File: src/rtl/prog_loader.sv
// ---------------------------------------------------------------------------
// prog_loader
//
// Boot-time program loader for the accumulator CPU. A byte stream arrives
// over a valid/ready handshake in the form
//     LEN_H LEN_L { WORD_H WORD_L } x N  CHK
// Each pair of data bytes is assembled into a 16-bit instruction and written
// sequentially into instruction memory starting at address 0. The CPU is
// held in reset until the whole image has arrived and the XOR checksum
// matches. On a bad length or a bad checksum the loader parks in an error
// state and keeps the CPU in reset.
//
// Ports:
//   clk       system clock, rising edge
//   rst       asynchronous active-high reset
//   in_valid  in_data holds a byte
//   in_data   stream byte
//   in_ready  loader can accept a byte (combinational from state)
//   wr_en     instruction memory write strobe, one cycle per word
//   wr_addr   instruction memory write address (held after the strobe)
//   wr_data   instruction word (held after the strobe)
//   cpu_rst   high while the CPU must be held in reset
//   done      image loaded and verified, CPU running
//   err       image rejected
// ---------------------------------------------------------------------------
module prog_loader #(
    parameter int ADDR_W    = 12,
    parameter int MAX_WORDS = 4096
) (
    input  logic              clk,
    input  logic              rst,
    input  logic              in_valid,
    input  logic [7:0]        in_data,
    output logic              in_ready,
    output logic              wr_en,
    output logic [ADDR_W-1:0] wr_addr,
    output logic [15:0]       wr_data,
    output logic              cpu_rst,
    output logic              done,
    output logic              err
);

    typedef enum logic [2:0] {
        S_LEN_H,
        S_LEN_L,
        S_DAT_H,
        S_DAT_L,
        S_CHK,
        S_RUN,
        S_ERR
    } state_t;

    // Length limit widened by one bit so the comparison cannot wrap.
    localparam logic [16:0] MAX_LEN = 17'(MAX_WORDS);

    state_t            state;
    logic [15:0]       len;
    logic [7:0]        xor_acc;
    logic [7:0]        hi_byte;
    logic [ADDR_W:0]   idx;

    logic              accept;
    logic [15:0]       len_new;
    logic              len_ok;
    logic [15:0]       idx_ext;
    logic              last_word;

    assign in_ready = (state == S_LEN_H) || (state == S_LEN_L) ||
                      (state == S_DAT_H) || (state == S_DAT_L) ||
                      (state == S_CHK);

    assign accept = in_valid && in_ready;

    // Length check works on the full 16-bit value formed from the latched
    // high byte and the low byte currently on the bus.
    always_comb begin
        len_new   = {len[15:8], in_data};
        len_ok    = (len_new != 16'd0) && ({1'b0, len_new} <= MAX_LEN);
        idx_ext   = 16'(idx);
        last_word = (idx_ext == (len - 16'd1));
    end

    // Loader FSM. All outputs except in_ready are registered here; wr_en is
    // cleared every cycle so it can only ever pulse for one cycle.
    always_ff @(posedge clk or posedge rst) begin
        if (rst) begin
            state   <= S_LEN_H;
            len     <= '0;
            xor_acc <= '0;
            hi_byte <= '0;
            idx     <= '0;
            wr_en   <= 1'b0;
            wr_addr <= '0;
            wr_data <= '0;
            cpu_rst <= 1'b1;
            done    <= 1'b0;
            err     <= 1'b0;
        end else begin
            wr_en <= 1'b0;
            if (accept) begin
                case (state)
                    S_LEN_H: begin
                        len     <= {in_data, 8'h00};
                        xor_acc <= xor_acc ^ in_data;
                        state   <= S_LEN_L;
                    end
                    S_LEN_L: begin
                        len     <= len_new;
                        xor_acc <= xor_acc ^ in_data;
                        if (len_ok) begin
                            state <= S_DAT_H;
                        end else begin
                            state <= S_ERR;
                            err   <= 1'b1;
                        end
                    end
                    S_DAT_H: begin
                        hi_byte <= in_data;
                        xor_acc <= xor_acc ^ in_data;
                        state   <= S_DAT_L;
                    end
                    S_DAT_L: begin
                        // Write uses the index before it is incremented.
                        wr_en   <= 1'b1;
                        wr_addr <= idx[ADDR_W-1:0];
                        wr_data <= {hi_byte, in_data};
                        xor_acc <= xor_acc ^ in_data;
                        idx     <= idx + 1'b1;
                        state   <= last_word ? S_CHK : S_DAT_H;
                    end
                    S_CHK: begin
                        // The checksum byte itself is not folded into xor_acc.
                        if (in_data == xor_acc) begin
                            state   <= S_RUN;
                            done    <= 1'b1;
                            cpu_rst <= 1'b0;
                        end else begin
                            state <= S_ERR;
                            err   <= 1'b1;
                        end
                    end
                    default: begin
                        state <= state;
                    end
                endcase
            end
        end
    end

endmodule
File: config.mk
export PLATFORM = sky130hd
export DESIGN_NAME = prog_loader
export DESIGN_NICKNAME = d
export VERILOG_FILES = /design/src/rtl/prog_loader.sv
export SDC_FILE = /design/constraint.sdc
export NUM_CORES = 1
export LEC_CHECK = 0
export CAP_MARGIN = 20
export CORE_ASPECT_RATIO = 0.6
export CORE_MARGIN = 1
export CORE_UTILIZATION = 60
export DETAILED_ROUTE_END_ITERATION = 10
export PLACE_DENSITY = 0.85
export SKIP_CTS_REPAIR_TIMING = 1
export SYNTH_ARGS = -nofsm -noshare
export SYNTH_HDL_FRONTEND = slang
export SYNTH_SLANG_ARGS = --single-unit
File: constraint.sdc
create_clock -name clk -period 7.2 [get_ports clk]
set_input_delay 0.72 -clock clk [delete_from_list [all_inputs] [get_ports clk]]
set_output_delay 0.72 -clock clk [all_outputs]
set_load 0.02 [all_outputs]
==> results of run 1 <==
-- report_power, final --
| part | internal [uW] | switching [uW] | total [uW] |
|---|---|---|---|
| combinational | 19.4 | 25.9 | 45.3 |
| clock | 198 | 172 | 370 |
| sequential | 455 | 9.05 | 464 |
-- worst max-delay path, delay by kind of cell --
| kind | cells | cell delay (ps) |
|---|---|---|
| simple gates | 5 | 1100 |
| xor+xnor | 1 | 190 |
| buf+inv | 3 | 1510 |
-- cell type report --
type	instances	area share
clock buffer	10	0.02853
clock inverter	6	0.02042
inverter	10	0.008392
multi-input combinational	276	0.3701
sequential	80	0.4478
tap	84	0.02350
timing repair buffer	46	0.1013
-- flip-flops by register name, indices dropped and copies added, names as in the netlist --
| name | count |
|---|---|
| wr_en | 1 |
| wr_data | 16 |
| done | 1 |
| len | 16 |
| xor_acc | 8 |
| state | 3 |
| err | 1 |
| wr_addr | 12 |
| hi_byte | 8 |
| cpu_rst | 1 |
| idx | 13 |
-- placed cells by master, fill, tap and decap left out, types with 2 or more instances in the layout --
| master | instances |
|---|---|
| ha_1 | 2 |
| nor3_1 | 8 |
| nor3b_2 | 2 |
| buf_4 | 3 |
| nand2b_1 | 2 |
| nor4_1 | 5 |
| xnor2_1 | 37 |
| clkdlybuf4s50_1 | 43 |
| nand3_1 | 8 |
| nor2_1 | 11 |
| a21oi_1 | 6 |
| a311oi_1 | 2 |
| a21o_1 | 2 |
| clkbuf_8 | 9 |
| inv_1 | 9 |
| nand4_1 | 7 |
| and2_1 | 3 |
| o21ai_0 | 16 |
| dfrtp_1 | 79 |
| nand2_1 | 114 |
| inv_6 | 2 |
| mux2_2 | 14 |
| o31ai_1 | 3 |
| a211oi_1 | 2 |
| xor2_1 | 10 |
| bufinv_16 | 2 |
-- cells by family after synthesis --
logic type / after synthesis / share of synthesized area
AOI/OAI and AO/OA: 39 / 0.06483
xor gates and xnor gates: 47 / 0.1083
adders and majority gates: 2 / 0.006580
buffers and inverters: 30 / 0.03784
DFF: 80 / 0.5268
muxes: 15 / 0.04409
and+or+nand+nor: 173 / 0.2116
-- worst paths after layout --
path / from / end / slack [ps] / cells past startpoint
worst min-delay path: done / done / 460 / 1
worst max-delay path: in_valid / idx[11] / 3960 / 9
worst min register to register: done / done / 460 / 1
max in group asynchronous: rst / done / 5600 / 3
min in group asynchronous: rst / wr_addr[1] / 960 / 3
worst max register to register: state[0] / idx[11] / 4450 / 6
-- routing by layer --
metal  up-vias  wire (um)
li1       1358          -
met1      1426       4033
met2       104       3583
met3        18        642
met4         0        134
met5         -          0
-- stage by stage --
stage	setup slack, ps	total power, uW
final	3957	878.8
after global routing	3829	911.2
after CTS	4000	888.1
after detailed placement	3643	517.4
after global placement	3855	515.9
after floorplan	4430	498.7
==> qor.csv, run 1 <==
stage,metric,value,unit
floorplanning,start_util,0.6222,
critical_path,crit_type,primary input to flip-flop,
global_routing,top_usage_layer,met2,
timing,report.final.hold_viol_count,0,
cts,cts_root_buf,clkbuf_8,
critical_path,required,7490,ps
drt,antenna_left,0,
logic_synthesis,synth.avg_cell_area,9.851,um^2
logic_synthesis,async_flop_share,1.000,
cells_and_area,ff_latch_area,2003,um^2
cts,cts_sinks,80,
floorplanning,coreArea,6111,um^2
placed_design,dp_hpwl,5622,um
cells_and_area,fin_nets,436,
global_routing,grt_pass1_wl,14180,um
global_routing,grtUsageTotal,0.2850,
global_routing,grt_util_met3,0.1046,
placed_design,place_area,4254,um^2
timing,hold_ws,463.5,ps
floorplanning,die_area,6670,um^2
cells_and_area,drive_gt1_frac,0.1051,
logic_synthesis,ys_seq_area_frac,0.5268,
drt,firstDrtPassIters,4,
critical_path,startpoint_type,primary input,
global_routing,use_met1,0.4040,
timing,max_clock_freq,308.4,MHz
critical_path,slowest_delay,700,ps
timing,finalCritPeriodShare,0.4504,
cells_and_area,syn2layout_area_growth,17.64,%
logic_synthesis,netlist_area,3802,um^2
outcome,outcome,finished clean,
cts,cts_tree,done,
logic_synthesis,ys_ff_latch,80,
power,power_density,196.5,nW/um^2
floorplanning,fp.dieW,104.8,um
logic_synthesis,yosys.area.top_type_share,0.5199,
critical_path,timing.critical_path.cells,clkdlybuf4s50_1 -> nor2b_1 -> buf_4 -> nand3_1 -> inv_1 -> and2_1 -> nand4_1 -> nor3_1 -> xor2_1,
critical_path,cp.arrival,3530,ps
timing,fin_skew,14.39,ps
cells_and_area,final_cell_count_no_fill,512,
placed_design,portBuffers,43,
global_routing,met2_usage,0.4056,
cts,clk_pin_slew,80,ps
logic_synthesis,synth-edff-count,0,
placed_design,place_congestion,0.8503,
timing,worst_pin_slew,967.5,ps
cts,cts_htree_levels,3,
timing,setup_viol,0,
logic_synthesis,ys_top_cells_by_area,"dfrtp_1, nand2_1, xnor2_1, mux2_2, xor2_1",
drt,wire_per_inst,16.39,um
critical_path,cp_max_fo,29,
placed_design,dp_cells,496,
cells_and_area,final_util,0.7320,
critical_path,end_kind,flip-flop,
cells_and_area,fillCellCount,462,
drt,via_per_inst,5.676,
logic_synthesis,ys_top_cells_by_count,"nand2_1, dfrtp_1, xnor2_1",
floorplanning,die_h,63.67,um
cells_and_area,final_area,4473,um^2
power,ir_drop,0.0001922,V
floorplanning,fp-row-count,22,
logic_synthesis,syn_nets,399,
logic_synthesis,synthDistinctLibCells,48,
power,p_leak,0.002068,uW
timing,relSlewSlack,0.3490,
logic_synthesis,yosysMostFrequentCell,nand2_1,
global_routing,grt_antenna_before_repair,0,
cells_and_area,num_antenna_cells,0,
hold_path,hold_path.class,flip-flop to flip-flop,
drt,drt_first_iter_violations,166,
critical_path,critPathSlowestCell,inv_1,
timing,rsz0062_at_grt,false,
floorplanning,io_pins,44,
drt,vias,2906,
run,drv_cap,0,
logic_synthesis,syn_inst,386,
timing,finalSetupTns,0,ps
cells_and_area,multiInputGateArea,1655,um^2
cts,clk_latency,380,ps
cts,clockBufferDepth,2,
timing,timing.final.crit_period,3243,ps
cts,cts_made_buffers,9,
global_routing,grt_max_degree,81,
logic_synthesis,synth_top_area_cell,dfrtp_1,
drt,drt-total-wl,8394,um
timing,finalMaxSlewViolations,0,
global_routing,overflow,0,
logic_synthesis,ys.flop_type,dfrtp_1,
logic_synthesis,ys_warn_count,0,
global_routing,grt_pass1_vias,2873,
drt,route.detailed.drc,0,
No activity file was read; power rests on OpenSTA's default activity.
==> inputs of run 2 (changes only) <==
--- a/config.mk
+++ b/config.mk
@@ -8,9 +8,9 @@
 export CAP_MARGIN = 20
 export CORE_ASPECT_RATIO = 0.6
 export CORE_MARGIN = 1
-export CORE_UTILIZATION = 60
+export CORE_UTILIZATION = 56
 export DETAILED_ROUTE_END_ITERATION = 10
-export PLACE_DENSITY = 0.85
+export PLACE_DENSITY = 0.8
 export SKIP_CTS_REPAIR_TIMING = 1
 export SYNTH_ARGS = -nofsm -noshare
 export SYNTH_HDL_FRONTEND = slang
==> constraint.sdc (replaced) <==
create_clock -name clk -period 3.2 [get_ports clk]
set_input_delay 0.32 -clock clk [delete_from_list [all_inputs] [get_ports clk]]
set_output_delay 0.32 -clock clk [all_outputs]
set_load 0.02 [all_outputs]
==> run 2 against run 1 <==
Effect of this change: utilization shrank 0.17 points; critical endpoint is now err; final area is 3.4% higher; largest power group is now the clock network; non-clock buffer count is 8 higher.
==> qor.csv, run 2 (same netlist as run 1, synthesis figures left out) <==
stage,metric,value,unit
timing,max_clock_freq,407.9,MHz
critical_path,slowest_delay,600,ps
drt,top_layer,met4,
timing,hold_ws,383.3,ps
drt,wl_met1,4212,um
critical_path,cp.arrival,2670,ps
timing,finalMaxSlewViolations,0,
cts,cts_root_buf,clkbuf_16,
floorplanning,io_pins,44,
critical_path,required,3420,ps
critical_path,crit_type,primary input to flip-flop,
power,ir_drop,0.0003349,V
timing,finalSetupTns,0,ps
floorplanning,die_area,7134,um^2
critical_path,timing.critical_path.cells,clkdlybuf4s50_1 -> nor4_1 -> nand3_1 -> xnor2_1 -> nor4_1 -> o22ai_1 -> a31o_2,
timing,relSlewSlack,0.5205,
placed_design,dp_hpwl,6240,um
cts,cts_htree_levels,3,
critical_path,cpMostUsedCell,nor4_1,
global_routing,grt_antenna_before_repair,0,
timing,fin_skew,8.051,ps
cells_and_area,num_antenna_cells,0,
outcome,outcome,finished clean,
global_routing,grt_max_degree,41,
drt,firstDrtPassIters,4,
cts,cts_tree,done,
timing,finalCritPeriodShare,0.7662,
drt,route.detailed.drc,0,
timing,report.final.hold_viol_count,0,
critical_path,end_kind,flip-flop,
cells_and_area,final_util,0.7302,
cells_and_area,drive_gt1_frac,0.1216,
global_routing,overflow,0,
power,power_density,477.0,nW/um^2
global_routing,grtUsageTotal,0.2923,
hold_path,hold_path.class,primary input to async pin,
cells_and_area,final_cell_mix,"nand2_1, dfrtp_1, clkdlybuf4s50_1",
timing,worst_pin_slew,716.2,ps
drt,wire_per_inst,17.48,um
critical_path,critPathSlowestCell,clkdlybuf4s50_1,
floorplanning,start_util,0.6006,
cells_and_area,multiInputGateArea,1655,um^2
floorplanning,coreArea,6331,um^2
floorplanning,fp-row-count,22,
placed_design,place_congestion,0.8060,
floorplanning,die_h,65.83,um
timing,setup_viol,0,
cts,cts_made_buffers,9,
cells_and_area,layout.cells.most_common,nand2_1,
cells_and_area,fin_nets,444,
drt,routed-wl-met3,709,um
critical_path,startpoint_type,primary input,
timing,timing.final.crit_period,2452,ps
critical_path,r2r_cells,8,
cells_and_area,ff_latch_area,2003,um^2
power,p_leak,0.002145,uW
cts,cts_sinks,80,
placed_design,portBuffers,43,
cts,clockBufferDepth,2,
run,drv_cap,0,
cells_and_area,final_cell_count_no_fill,520,
drt,met2_length,4081,um
drt,drt_first_iter_violations,226,
cells_and_area,reg_top3,"len (16), wr_data (16), idx (13)",
global_routing,grt_pass1_vias,3104,
floorplanning,fp.dieW,108.4,um
drt,drt-total-wl,9089,um
placed_design,dp_cells,504,
drt,via_per_inst,5.744,
cts,clk_pin_slew,60,ps
cts,clk_latency,330,ps
cells_and_area,syn2layout_area_growth,21.59,%
global_routing,grt_pass1_wl,15370,um
cells_and_area,fillCellCount,454,
drt,vias,2987,
drt,antenna_left,0,
critical_path,cp_max_fo,7,
timing,rsz0062_at_grt,false,
[run 2: cell count changes in the layout (fill, tap and decap cells not counted)]
cell / change
clkinv_4: -1
clkinvlp_4: +1
bufinv_16: -1
inv_6: -1
clkinv_2: +1
buf_4: +8
clkbuf_16: +9
inv_2: -1
clkbuf_8: -7
[run 2: worst paths after layout]
kind | to | from | slack, ps
worst max-delay path | err | in_data[6] | 750
worst min-delay path | wr_data[0] | rst | 380
worst max register to register | state[1] | len[0] | 760
worst min register to register | done | done | 470
max in group asynchronous | cpu_rst | rst | 1970
min in group clk | done | done | 470
[run 2: layer usage]
layer / up-vias / GRT usage
met4: 0 / 0.06926
li1: 1365 / -
met3: 8 / 0.09458
met5: - / 0
met1: 1490 / 0.4080
met2: 124 / 0.4459
[run 2: area by class of cell]
| type | instances | area share |
|---|---|---|
| multi-input combinational | 276 | 0.3581 |
| timing repair buffer | 54 | 0.1110 |
| clock buffer | 12 | 0.05548 |
| tap | 84 | 0.02273 |
| sequential | 80 | 0.4333 |
| clock inverter | 4 | 0.01110 |
| inverter | 10 | 0.008390 |
[run 2: power breakdown]
part / internal (uW) / total, uW / switching [uW]
clock network: 648 / 1050 / 401
logic: 47.8 / 114 / 66.6
registers: 1020 / 1040 / 16.7
[run 2: worst max-delay path: cells and delay by family]
family	cells	cell delay (ps)
AND/OR/NAND/NOR	3	1150
buffers and inverters	1	600
AO/OA/AOI/OAI	2	430
XOR/XNOR	1	170
[run 2: metrics by stage]
stage / setup WS, ps / cell area, um^2 / total power [uW]
2_1_floorplan: 829.9 / 3802 / 1122
3_3_place_gp: 648.7 / 4315 / 1167
3_5_place_dp: 554.5 / 4315 / 1171
4_1_cts: 767.8 / 4623 / 2219
5_1_grt: 617.0 / 4623 / 2276
6_report: 748.2 / 4623 / 2205
==> inputs of run 3 (changes only) <==
==> constraint.sdc (replaced) <==
create_clock -name clk -period 2.4 [get_ports clk]
set_input_delay 0.24 -clock clk [delete_from_list [all_inputs] [get_ports clk]]
set_output_delay 0.24 -clock clk [all_outputs]
set_load 0.02 [all_outputs]
==> run 3 against run 2 <==
Effect of this change: non-clock buffer count increased by 7; flip-flop and latch count unchanged; sequential share of layout area decreased by 0.83 points; global-route usage decreased by 0.94 points; critical path depth increased by 1; final area increased by 1.9%; sequential power increased by 34%; first-iteration DRC count increased by 5.8%; register-to-register slack got worse by 690 ps; combinational power increased by 41%.
==> qor.csv, run 3 (same netlist as run 1, synthesis figures left out) <==
stage,metric,value,unit
cts,clockBufferDepth,2,
hold_path,hold_path.class,primary input to async pin,
cts,cts_htree_levels,3,
cells_and_area,syn2layout_area_growth,23.96,%
drt,drt_first_iter_violations,239,
cells_and_area,num_antenna_cells,0,
critical_path,reg2reg_to,state[1],
drt,route.detailed.drc,0,
cells_and_area,drive_gt1_frac,0.1400,
floorplanning,start_util,0.6006,
cts,clk_latency,340,ps
critical_path,required,2610,ps
floorplanning,io_pins,44,
floorplanning,die_h,65.83,um
outcome,outcome,finished clean,
power,power,3013,uW
critical_path,r2r_cells,8,
cells_and_area,layout.cells.most_common,nand2_1,
drt,via_per_inst,5.619,
placed_design,dp_hpwl,6268,um
drt,antenna_left,0,
cells_and_area,fin_nets,451,
timing,relSlewSlack,0.6455,
power,p_leak,0.002186,uW
timing,hold_ws,243.8,ps
run,drv_cap,0,
cells_and_area,final_util,0.7445,
cts,clk_pin_slew,60,ps
timing,max_clock_freq,428.4,MHz
power,ir_drop,0.0005155,V
critical_path,cp.arrival,2550,ps
floorplanning,fp.dieW,108.4,um
cts,cts_sinks,80,
timing,worst_pin_slew,531.1,ps
timing,finalMaxSlewViolations,0,
critical_path,cp_max_fo,6,
cts,cts_root_buf,clkbuf_16,
cells_and_area,final_cell_count_no_fill,527,
global_routing,grt_pass1_vias,2878,
drt,drt-total-wl,8939,um
critical_path,crit_start,len[0],
placed_design,portBuffers,43,
drt,wire_per_inst,16.96,um
cts,cts_made_buffers,9,
cells_and_area,final_cell_mix,"nand2_1, dfrtp_1, clkdlybuf4s50_1",
critical_path,startpoint_type,flip-flop,
timing,setup_viol,0,
timing,report.final.hold_viol_count,0,
floorplanning,die_area,7134,um^2
timing,fin_skew,2.785,ps
critical_path,r2r-start,len[0],
placed_design,dp_cells,511,
placed_design,place_congestion,0.8859,
power,power_density,639.2,nW/um^2
critical_path,crit_type,flip-flop to flip-flop,
global_routing,grtUsageTotal,0.2829,
critical_path,crit_path_end,state[1],
timing,timing.final.crit_period,2334,ps
floorplanning,fp-row-count,22,
critical_path,end_kind,flip-flop,
timing,finalCritPeriodShare,0.9726,
cts,cts_tree,done,
cells_and_area,reg_top3,"len (16), wr_data (16), idx (13)",
global_routing,grt_max_degree,52,
global_routing,grt_pass1_wl,14650,um
global_routing,overflow,0,
drt,vias,2961,
drt,firstDrtPassIters,4,
floorplanning,coreArea,6331,um^2
critical_path,r2r_slack,70,ps
global_routing,grt_antenna_before_repair,0,
[run 3: how the worst min path moves through the flow]
stage / end / cells after the start / startpoint
CTS: wr_data[15] / 2 / rst
global placement: done / 1 / done
detailed placement: wr_data[11] / 2 / hi_byte[3]
global route: wr_addr[0] / 2 / rst
finish: wr_addr[0] / 2 / rst
floorplan: wr_data[1] / 2 / in_data[1]
[run 3: where the power goes]
part | leakage, uW | internal [uW] | switching (uW)
clock | 0.000148 | 909 | 552
sequential | 0.00107 | 1370 | 24.5
combinational | 0.000969 | 71.4 | 89.8
[run 3: area by class of cell]
cell class	count	area (um^2)
flip-flops and latches	80	2003
multi-input cells	276	1667
inverters	10	38.79
clock buffers	9	225.2
repair buffers	61	578.1
fillers	473	1618
well taps	84	105.1
clock inverters	7	96.34
[run 3: critical path, cell delays in order, from the launching register on]
cell and delay [ps]:
dfrtp_1 450, inv_1 100, ha_1 190, nor3b_4 270, nand2_2 120, o32a_1 300
or4_4 520, nor3_1 160, a21oi_1 100
[run 3: through the flow]
step / TNS, ps / worst slack (ps) / cell area (um^2)
detailed placement: 0 / 72.17 / 4380
CTS: 0 / 43.00 / 4702
global route: -1.570 / -1.570 / 4713
floorplan: 0 / 109.9 / 3802
finish: 0 / 65.77 / 4713
global placement: 0 / 153.3 / 4380
[run 3: metal layers]
layer | track usage | wire [um] | share of wire
met5 | 0 | 0 | 0
met4 | 0.04899 | 57 | 0.0064
met3 | 0.1025 | 700 | 0.078
met2 | 0.4084 | 3809 | 0.43
met1 | 0.4136 | 4371 | 0.49
